`src/rtl/aha_clk_gate_pkg.sv`:
```
// Shared types and helpers for the clock-gate enable sequencer.
package aha_clk_gate_pkg;

    // Life cycle of one gated clock domain.
    typedef enum logic [2:0] {
        ST_OFF    = 3'd0,
        ST_PEND   = 3'd1,
        ST_SETTLE = 3'd2,
        ST_ON     = 3'd3,
        ST_IDLE   = 3'd4
    } dom_state_t;

    // Width that holds any settle or stagger reload value.
    function automatic int cnt_width(input int settle, input int stagger);
        return $clog2(((settle > stagger) ? settle : stagger) + 1);
    endfunction

endpackage

```
`src/rtl/aha_clk_gate_domain_fsm.sv`:
```
// One gated domain: waits for a turn-on grant, settles, then holds the
// clock on until it has been idle for the programmed hysteresis.
module aha_clk_gate_domain_fsm
    import aha_clk_gate_pkg::*;
#(
    parameter int IDLE_W        = 8,
    parameter int SETTLE_CYCLES = 2,
    parameter int CNT_W         = 2
) (
    input  logic              clk,
    input  logic              reset,
    input  logic              req,
    input  logic              busy,
    input  logic [IDLE_W-1:0] idle_limit,
    input  logic              grant,
    output logic              pend,
    output logic              gate_en,
    output logic              ack
);

    dom_state_t        state;
    dom_state_t        state_nxt;
    logic [CNT_W-1:0]  settle_cnt;
    logic [CNT_W-1:0]  settle_nxt;
    logic [IDLE_W-1:0] idle_cnt;
    logic [IDLE_W-1:0] idle_nxt;

    // Next-state and counter updates; a grant beats a same-cycle request drop
    // and renewed activity beats an idle-limit match.
    always_comb begin
        state_nxt  = state;
        settle_nxt = settle_cnt;
        idle_nxt   = idle_cnt;
        case (state)
            ST_OFF: begin
                if (req) state_nxt = ST_PEND;
            end
            ST_PEND: begin
                if (grant) begin
                    state_nxt  = ST_SETTLE;
                    settle_nxt = CNT_W'(SETTLE_CYCLES - 1);
                end else if (!req) begin
                    state_nxt = ST_OFF;
                end
            end
            ST_SETTLE: begin
                if (settle_cnt == '0) state_nxt = ST_ON;
                else                  settle_nxt = settle_cnt - CNT_W'(1);
            end
            ST_ON: begin
                if (!req && !busy) begin
                    state_nxt = ST_IDLE;
                    idle_nxt  = '0;
                end
            end
            ST_IDLE: begin
                if (req || busy)                  state_nxt = ST_ON;
                else if (idle_cnt >= idle_limit)  state_nxt = ST_OFF;
                else                              idle_nxt  = idle_cnt + IDLE_W'(1);
            end
            default: state_nxt = ST_OFF;
        endcase
    end

    // State register; enable and acknowledge come straight from flops so the
    // ICG enable pin never sees decode glitches.
    always_ff @(posedge clk) begin
        if (reset) begin
            state      <= ST_OFF;
            settle_cnt <= '0;
            idle_cnt   <= '0;
            gate_en    <= 1'b0;
            ack        <= 1'b0;
        end else begin
            state      <= state_nxt;
            settle_cnt <= settle_nxt;
            idle_cnt   <= idle_nxt;
            gate_en    <= (state_nxt == ST_SETTLE) || (state_nxt == ST_ON) ||
                          (state_nxt == ST_IDLE);
            ack        <= (state_nxt == ST_ON) || (state_nxt == ST_IDLE);
        end
    end

    assign pend = (state == ST_PEND);

endmodule

```
`src/rtl/aha_clk_gate_ctrl.sv`:
```
// Sequences ICG enables for a bank of gated domains, staggering turn-ons
// through a round-robin arbiter so only one domain wakes per stagger window.
module aha_clk_gate_ctrl
    import aha_clk_gate_pkg::*;
#(
    parameter int NUM_DOMAINS    = 4,
    parameter int IDLE_W         = 8,
    parameter int SETTLE_CYCLES  = 2,
    parameter int STAGGER_CYCLES = 4
) (
    input  logic                          CLK,
    input  logic                          RESET,
    input  logic                          SCAN_EN,
    input  logic [NUM_DOMAINS-1:0]        REQ,
    input  logic [NUM_DOMAINS-1:0]        BUSY,
    input  logic [NUM_DOMAINS*IDLE_W-1:0] IDLE_LIMIT,
    output logic [NUM_DOMAINS-1:0]        GATE_EN,
    output logic [NUM_DOMAINS-1:0]        GATE_TE,
    output logic [NUM_DOMAINS-1:0]        ACK
);

    localparam int CNT_W = cnt_width(SETTLE_CYCLES, STAGGER_CYCLES);
    localparam int PTR_W = (NUM_DOMAINS > 1) ? $clog2(NUM_DOMAINS) : 1;

    logic [NUM_DOMAINS-1:0] pend;
    logic [NUM_DOMAINS-1:0] grant;
    logic                   grant_valid;
    logic [PTR_W-1:0]       grant_idx;
    logic [PTR_W-1:0]       rr_ptr;
    logic [CNT_W-1:0]       stagger_cnt;
    int                     idx;

    // Round-robin pick of one pending domain, starting at the pointer, only
    // while the stagger window has expired.
    always_comb begin
        grant       = '0;
        grant_valid = 1'b0;
        grant_idx   = '0;
        idx         = 0;
        if (stagger_cnt == '0) begin
            for (int off = 0; off < NUM_DOMAINS; off++) begin
                idx = (int'(rr_ptr) + off) % NUM_DOMAINS;
                if (!grant_valid && pend[idx]) begin
                    grant_valid = 1'b1;
                    grant_idx   = idx[PTR_W-1:0];
                end
            end
        end
        if (grant_valid) grant[grant_idx] = 1'b1;
    end

    // Stagger countdown and pointer advance past the domain just granted.
    always_ff @(posedge CLK) begin
        if (RESET) begin
            stagger_cnt <= '0;
            rr_ptr      <= '0;
        end else if (grant_valid) begin
            stagger_cnt <= CNT_W'(STAGGER_CYCLES - 1);
            rr_ptr      <= (grant_idx == PTR_W'(NUM_DOMAINS - 1)) ? '0
                                                                  : grant_idx + PTR_W'(1);
        end else if (stagger_cnt != '0) begin
            stagger_cnt <= stagger_cnt - CNT_W'(1);
        end
    end

    for (genvar i = 0; i < NUM_DOMAINS; i++) begin : g_dom
        aha_clk_gate_domain_fsm #(
            .IDLE_W        (IDLE_W),
            .SETTLE_CYCLES (SETTLE_CYCLES),
            .CNT_W         (CNT_W)
        ) u_fsm (
            .clk        (CLK),
            .reset      (RESET),
            .req        (REQ[i]),
            .busy       (BUSY[i]),
            .idle_limit (IDLE_LIMIT[i*IDLE_W +: IDLE_W]),
            .grant      (grant[i]),
            .pend       (pend[i]),
            .gate_en    (GATE_EN[i]),
            .ack        (ACK[i])
        );
    end

    assign GATE_TE = {NUM_DOMAINS{SCAN_EN}};

endmodule

```
`config.mk`:
```
export PLATFORM = sky130hd
export DESIGN_NAME = aha_clk_gate_ctrl
export DESIGN_NICKNAME = d
export VERILOG_FILES = /design/src/rtl/aha_clk_gate_pkg.sv /design/src/rtl/aha_clk_gate_domain_fsm.sv /design/src/rtl/aha_clk_gate_ctrl.sv
export SDC_FILE = /design/constraint.sdc
export NUM_CORES = 1
export LEC_CHECK = 0
export BUFFER_PORTS_ARGS = -buffer_cell sky130_fd_sc_hd__buf_2
export CORE_MARGIN = 3
export CORE_UTILIZATION = 55
export DETAILED_ROUTE_END_ITERATION = 16
export GPL_ROUTABILITY_DRIVEN = 0
export PLACE_DENSITY = 0.73
export SKIP_CTS_REPAIR_TIMING = 1
export SYNTH_ARGS = -nofsm -noshare
export SYNTH_HDL_FRONTEND = slang
export SYNTH_SLANG_ARGS = --single-unit
```
`constraint.sdc`:
```
create_clock -name CLK -period 2.75 [get_ports CLK]
set_input_delay 0.275 -clock CLK [delete_from_list [all_inputs] [get_ports CLK]]
set_output_delay 0.275 -clock CLK [all_outputs]
set_load 0.01 [all_outputs]
```
==> flow_summary.ini <==
[detailed_routing]
drt-wirelength-per-cell_um = 13.0
vias = 3845
routed_wl_um = 8920
viasPerCell = 5.60
final_antenna_net_count = 0
drc = 0
drt_pass1_iterations = 4
dr.first_iter.drc_count = 108

[cts]
cts_buffer_depth = 2
cts_root_buf = clkbuf_8
clk_pin_slew_worst_paths_ns = 0.07
cts_tree = built
h-tree-depth = 3
clk_latency_ns = 0.34
cts_made_buffers = 9
cts.sinks = 69

[die]
coreArea_um2 = 7490
dieHeight_um = 95.1
ioPinCount = 55
die-area_um2 = 9050
rows = 31
die_w_um = 95.1
initial_utilization_pct = 58.3

[outcome]
status = complete, no violations

[sta]
tns_ns = 0
tightest_slew_ns = 0.739
max-slew-margin-rel_pct = 50.6
fin_crit_ns = 2.50
rsz0062_at_grt = no
skew_ns = 0.00478
final_hold_viol_count = 0
fmaxAchievable_ghz = 0.400
setup_viol = 0
drv_slew = 0
finalCritPeriodShare_pct = 90.9
setup_slack_ns = 0.251

[placed_design]
placed_cell_area_um2 = 4630
hpwl_um = 6840
port_buffers = 49
dp_slack_ns = 0.223

[global_route]
grt_overflow_total = 0
grt_usage_pct = 21.4
antenna_found_initial = 0
grt_max_degree = 27
grt_pass1_vias = 3695
grt_pass1_wl_um = 15800

[logic_synthesis]
avgSynthCellArea_um2 = 8.03
ys.flop_type = dfxtp_1
synthArstFlopShare_pct = 0
yosys_warnings = 0
yosysSeqAreaShare_pct = 31.6
syn_area_um2 = 4370
synth_seq_cells = 69
synth_enable_flop_cells = 0
synth_nets = 635
syn_inst = 544
synth_cell_types = 63

[cells_and_area]
area_growth_pct = 10.0
multiInputGateArea_um2 = 2650
regArea_um2 = 1380
final_nets = 677
antennaDiodeCount = 0
fin_util_pct = 64.2
drive_gt1_share_pct = 14.5
fin_area_um2 = 4810
fill_cells = 665

[flow_run]
drv_cap = 0

[power]
p_int_mw = 1.82
leakage_nw = 2.15
switching_share_pct = 33.2
p_clk_share_pct = 27.4
ir_worst_vdd_mv = 0.441
power_mw = 2.73
switching_power_uw = 905
share_comb_of_total_power_pct = 29.0
pwr-share-seq_pct = 43.6
power_density_nw_per_um2 = 568

[worst_setup_path]
start_kind = flop
path_class = reg2reg
cp-end-kind = flop
required_ns = 2.97
cp.arrival_ns = 2.72
crit_path_max_fanout = 9

[hold_path]
hold_class = in2reg
logic make-up after synthesis:
logic type,after synthesis,synth area share (%)
fa+ha+maj,48,13.7
flops,69,31.6
mux,5,1.17
compound gates,131,19.7
simple gates,203,23.5
xor+xnor,13,2.61
buf+inv,75,7.73
Yosys cell counts (2+ instances only):
cell	number	area (um^2)
nor2b_1	11	68.8
mux2i_1	4	40.0
nand2b_1	8	50.1
o21bai_1	2	15.0
or4_1	7	52.6
buf_4	13	97.6
a2111oi_0	2	17.5
or3_1	10	62.6
nor3_1	10	50.1
xnor2_1	8	70.1
a211o_1	2	17.5
nand4_1	5	31.3
o21a_1	3	22.5
nand2_1	42	158
xor2_1	5	43.8
ha_1	48	601
clkbuf_1	7	26.3
and3_1	3	18.8
a21o_1	8	60.1
nand3_1	24	120
inv_1	53	199
o31ai_1	4	30.0
and2_1	3	18.8
a211oi_1	8	60.1
o22ai_1	4	25.0
a21oi_1	48	240
o21ai_0	26	130
o211ai_1	3	22.5
nor3b_1	5	37.5
or2_2	3	18.8
dfxtp_1	69	1380
nor2_1	62	233
a31oi_1	4	25.0
layout by cell type (no fill, tap or decap), types with 5 or more instances in the layout:
cell and n:
a21oi_1 48, nand4_1 5, a21o_1 8, nor2b_1 11, or4_1 7, dfxtp_1 69
inv_1 53, ha_1 48, nor3_1 10, or3_1 10, xor2_1 5, buf_2 49
o21ai_0 26, nor2_1 62, nand3_1 24, nand2b_1 8, a211oi_1 8, clkbuf_8 12
nand2_1 42, xnor2_1 8
per-stage QoR:
stage / hold slack [ns] / instances
after global routing: 0.223 / 687
after CTS: 0.201 / 687
after global placement: 0.453 / 674
after floorplan: 0.432 / 544
final: 0.217 / 687
after detailed placement: 0.460 / 674
power groups by stage:
| stage | combinational [mW] | clock (mW) | sequential, mW |
|---|---|---|---|
| finish | 0.791 | 0.747 | 1.19 |
| global route | 0.913 | 0.814 | 1.21 |
| floorplan | 0.647 | 0 | 1.19 |
| global placement | 0.752 | 0 | 1.20 |
| CTS | 0.794 | 0.773 | 1.19 |
| detailed placement | 0.788 | 0 | 1.21 |
state kept, by name, indices dropped and copies added (netlist names):
register                count
g_dom.u_fsm.ack             4
g_dom.u_fsm.gate_en         4
g_dom.u_fsm.idle_cnt       32
g_dom.u_fsm.settle_cnt     12
g_dom.u_fsm.state          12
rr_ptr                      2
stagger_cnt                 3
final timing paths:
kind / from / to / slack (ns) / cells after the start
setup / recovery: g_dom[2].u_fsm.state[0]$_SDFF_PP0_ / g_dom[0].u_fsm.ack$_SDFF_PP0_ / 0.25 / 12
hold / removal: REQ[3] / g_dom[3].u_fsm.state[0]$_SDFF_PP0_ / 0.22 / 3
setup reg to reg: g_dom[2].u_fsm.state[0]$_SDFF_PP0_ / g_dom[0].u_fsm.ack$_SDFF_PP0_ / 0.25 / 12
hold reg to reg: g_dom[1].u_fsm.settle_cnt[0]$_SDFFE_PP0P_ / g_dom[1].u_fsm.settle_cnt[0]$_SDFFE_PP0P_ / 0.47 / 1
layer usage:
metal | vias up | global-route usage [%] | wire length [um]
met1 | 1800 | 27.3 | 4240
met2 | 70 | 36.1 | 4230
li1 | 1967 | - | -
met3 | 8 | 5.52 | 369
met4 | 0 | 5.29 | 85
met5 | - | 0 | 0
layout make-up:
| cell class | count | area share, % |
|---|---|---|
| flip-flops and latches | 69 | 28.7 |
| well taps | 99 | 2.58 |
| repair buffers | 53 | 5.73 |
| clock buffers | 12 | 3.44 |
| inverters | 53 | 4.14 |
| clock inverters | 1 | 0.156 |
| multi-input cells | 400 | 55.2 |
worst max-delay path: stages (launching register included):
cell	delay, ns
dfxtp_1	0.46
or3b_2	0.49
nor2_1	0.16
a211o_1	0.16
nand2_1	0.08
nor2_1	0.15
inv_1	0.06
ha_1	0.19
and3_1	0.19
a21oi_1	0.13
o22ai_1	0.09
nand2_1	0.13
o21ai_0	0.09
No activity file was read; power rests on OpenSTA's default activity.
